[config.mk]
export PLATFORM = sky130hd
export DESIGN_NAME = spi_dac_writer
export DESIGN_NICKNAME = d
export VERILOG_FILES = /design/src/rtl/spi_dac_writer.sv
export SDC_FILE = /design/constraint.sdc
export NUM_CORES = 1
export LEC_CHECK = 0
export BUFFER_PORTS_ARGS = -buffer_cell sky130_fd_sc_hd__buf_2
export CAP_MARGIN = 20
export CORE_UTILIZATION = 50
export DETAILED_ROUTE_END_ITERATION = 7
export GPL_TIMING_DRIVEN = 0
export PLACE_DENSITY = 0.77
export SLEW_MARGIN = 30
export SYNTH_ARGS = -nofsm -noshare
export SYNTH_HDL_FRONTEND = slang
export SYNTH_SLANG_ARGS = --single-unit
[constraint.sdc]
create_clock -name clk16 -period 5.25 [get_ports clk16]
set_input_delay 0.2625 -clock clk16 [delete_from_list [all_inputs] [get_ports clk16]]
set_output_delay 0.2625 -clock clk16 [all_outputs]
set_load 0.02 [all_outputs]
[src/rtl/spi_dac_writer.sv]
// SPI master: serialises one {CMD, chan, data} 24-bit write-and-update frame per handshake.
// Latency: handshake edge E0 -> cs_n low after E0; last sclk rise (DAC update) at E47.
// Backpressure: in_ready is high only in IDLE; samples offered during SHIFT/GAP are held off.
//
// Ports:
//   clk16     16 MHz clock, all logic on its rising edge
//   rst       asynchronous active-high reset (aborts any frame in progress)
//   in_valid / in_ready / in_chan / in_data   upstream sample handshake
//   sclk / mosi / cs_n                        SPI mode 0 pins, SCLK = clk16/2
//   busy      high whenever a frame or the post-frame gap is in progress
module spi_dac_writer #(
  parameter logic [3:0] CMD            = 4'b0011,
  parameter int         CS_HIGH_CYCLES = 4
) (
  input  logic        clk16,
  input  logic        rst,
  input  logic        in_valid,
  output logic        in_ready,
  input  logic [3:0]  in_chan,
  input  logic [15:0] in_data,
  output logic        sclk,
  output logic        mosi,
  output logic        cs_n,
  output logic        busy
);

  typedef enum logic [1:0] {IDLE, SHIFT, GAP} state_t;

  localparam logic [3:0] GAP_LAST = 4'(CS_HIGH_CYCLES - 1);

  state_t      state;
  // Frame bit 23 goes straight onto mosi at the handshake, so the register
  // only needs to hold the remaining 23 bits.
  logic [22:0] shreg;
  logic [4:0]  bit_cnt;
  logic [3:0]  gap_cnt;

  assign in_ready = (state == IDLE);
  assign busy     = (state != IDLE);

  always_ff @(posedge clk16 or posedge rst) begin
    if (rst) begin
      state   <= IDLE;
      shreg   <= '0;
      bit_cnt <= '0;
      gap_cnt <= '0;
      cs_n    <= 1'b1;
      sclk    <= 1'b0;
      mosi    <= 1'b0;
    end else begin
      case (state)
        IDLE: begin
          if (in_valid) begin
            shreg   <= {CMD[2:0], in_chan, in_data};
            mosi    <= CMD[3];
            cs_n    <= 1'b0;
            sclk    <= 1'b0;
            bit_cnt <= '0;
            state   <= SHIFT;
          end
        end

        SHIFT: begin
          if (!sclk) begin
            sclk <= 1'b1;
          end else begin
            // Data changes only on the falling sclk edge: half an SCLK
            // period of setup and hold around every rising edge.
            sclk <= 1'b0;
            if (bit_cnt != 5'd23) begin
              bit_cnt <= bit_cnt + 5'd1;
              mosi    <= shreg[22];
              shreg   <= {shreg[21:0], 1'b0};
            end else begin
              cs_n    <= 1'b1;
              mosi    <= 1'b0;
              gap_cnt <= '0;
              state   <= GAP;
            end
          end
        end

        GAP: begin
          gap_cnt <= gap_cnt + 4'd1;
          if (gap_cnt == GAP_LAST) begin
            state <= IDLE;
          end
        end

        default: state <= IDLE;
      endcase
    end
  end

endmodule
==> run metrics <==
most frequent cells in the layout=mux2_2, dfrtp_1, buf_2, nand2b_1; Slew @ Worst Pin=0.760 ns; CP Data Required Time=5.41 ns; ys async rst share=100%; # diodes=0; fin crit share=37.6%; pwr dens=649 nW/µm²; final count of hold timing violations=0; post-synthesis mux area share=25.9%; Post-CTS Setup Repair Bufs=0; vias in the first global route=1,293; CTS Root Buffer Type=clkbuf_8; Final HPWL DP=2380 µm; # H-tree levels=2; routability cong.=0.754; initial cell density of the core=52.5%; Final setup viols=0; total wire length=3260 µm; commonest non-fill, non-tap cell in the layout=mux2_2; Placed Area=2120 µm²; drt wl/cell=14.2 µm; Mapped Area=1920 µm²; Synth area leader=dfrtp_1; YS warnings=0; start of the worst register-to-register path=bit_cnt[0]; Pwr Total=0.00143 W; GRT Util Overall=18.6%; clk_lat worst skew=0.28 ns; WS Path Type=register to register; Die Area=4100 µm²; antenna violations before repair=0; Final Skew=0.00796 ns; Layout area overhead=14.8%; Vias=1,235; max-cap violations=0; Seq/Total Area, Yosys=48.2%; dominant synthesized flop cell=dfrtp_1; final instance area=2210 µm²; Clock Pin Slew Worst Setup and Hold Paths=0.07 ns; TritonCTS clock tree=yes; min Tclk post-route=1.98 ns; RSZ-0062 raised after global routing=no; largest net degree at the start of global routing=38; DRC viols=0; status=finished clean; crit start category=register; Buffers on Ports=27; Critical Path Fanout Max=10; Top Ports=28; Die W=64.0 µm; cts hold-fix bufs=0; first-pass GRT wire length=5870 µm; Initial DRC Count=33; setup TNS=0 ns; Core ar.=3660 µm²; Final ANT Viol Nets=0; syn_area_per_cell=13.2 µm²; VDD IR max=0.351 mV; xor/xnor share of the synthesized area=1.37%; Sink Count=37; Syn Inst Count=146; largest family of logic cells by synthesized area=multiplexers; Nets=205; Slew headroom=49.3%; FILL cells=309; Hold WC Path Type=primary input to asynchronous set/reset pin; reg2reg setup slack=3.27 ns; adder-cell share of the synthesized area=1.30%; max-slew violations=0; Distinct cells, synth=35; via-per-instance ratio=5.39; Resized cells post-CTS=0; row cnt=22; Compound-Gate Fraction of Synth Area=8.01%; share of cells above drive strength 1=48.1%; total gr overflow=0; die height=64.0 µm; syn nets=171; Worst Path Arrival=2.13 ns; Yosys reg bits=37; DRT Pass-1 Iters=4; Max Fclk=506 MHz; Yosys top cell area share=46.9%; static leakage=1.03 nW; total clock buffers created by CTS=5; Post-synth EDFFs=0; simple-gate share of the synthesized area=9.70%; Synth area leaders=dfrtp_1, mux2_2, buf_6; crit end category=register; clock buffer depth=2; crit path launch=bit_cnt[0]
[path summary, 6_finish.rpt]
path / to / cells after the start
min in group clk16: cs_n / 2
hold / removal: shreg[4] / 2
max in group asynchronous: shreg[19] / 2
hold reg to reg: shreg[21] / 1
setup / recovery: shreg[2] / 5
setup reg to reg: shreg[2] / 5
[cells by family after synthesis]
logic type / count (synthesis)
AOI/OAI and AO/OA: 18
xor gates and xnor gates: 3
adders and majority gates: 2
buffers and inverters: 13
DFF: 37
muxes: 44
and+or+nand+nor: 29
[state kept, by name, indices dropped and copies added (netlist names)]
| name | cells |
|---|---|
| sclk | 1 |
| gap_cnt | 4 |
| mosi | 1 |
| shreg | 23 |
| state | 2 |
| cs_n | 1 |
| bit_cnt | 5 |
[cells in the mapped netlist (all sizes together) (3+ instances only)]
cell and count:
nor2 4, mux2 43, inv 3, dfrtp 36, nand3 3, xnor2 3
buf 7, clkbuf 3, o21ai 5, nand2b 7, a22o 4
[critical path: stages, from the launching register on]
cell and delay [ns]:
dfrtp_1 0.40, ha_1 0.27, and4b_1 0.27, a211oi_4 0.37, buf_6 0.20, mux2_2 0.34
[per-layer routing]
| layer | vias up | global-route usage, % | wire length [µm] |
|---|---|---|---|
| li1 | 590 | - | - |
| met1 | 601 | 24.1 | 1420 |
| met2 | 33 | 28.6 | 1590 |
| met3 | 11 | 3.39 | 127 |
| met4 | 0 | 11.6 | 120 |
| met5 | - | 0 | 0 |
[power by group]
part | switching [W] | internal, W
logic | 0.000308 | 0.000435
registers | 0.0000727 | 0.000419
clock network | 0.0000913 | 0.000107
[metrics by stage]
stage          utilization [%]  hold WS, ns  instances  worst slack, ns
3_5_place_dp              57.8        0.447        221             3.30
2_1_floorplan                -        0.313        146             3.45
3_3_place_gp              57.8        0.443        221             3.34
6_report                  60.3        0.120        229             3.27
4_1_cts                   60.3        0.140        229             3.27
5_1_grt                   60.3        0.172        229             3.18
[cell type report]
type                            count  area (µm²)  share of cell area [%]
Sequential cell                    37         927                    42.0
Multi-Input combinational cell     96         890                    40.3
Timing Repair Buffer               27         135                    6.12
Buffer                             10        93.8                    4.25
Clock buffer                        8        90.1                    4.08
Tap cell                           48        60.1                    2.72
Inverter                            3        11.3                   0.510
No activity file was read; power rests on OpenSTA's default activity.
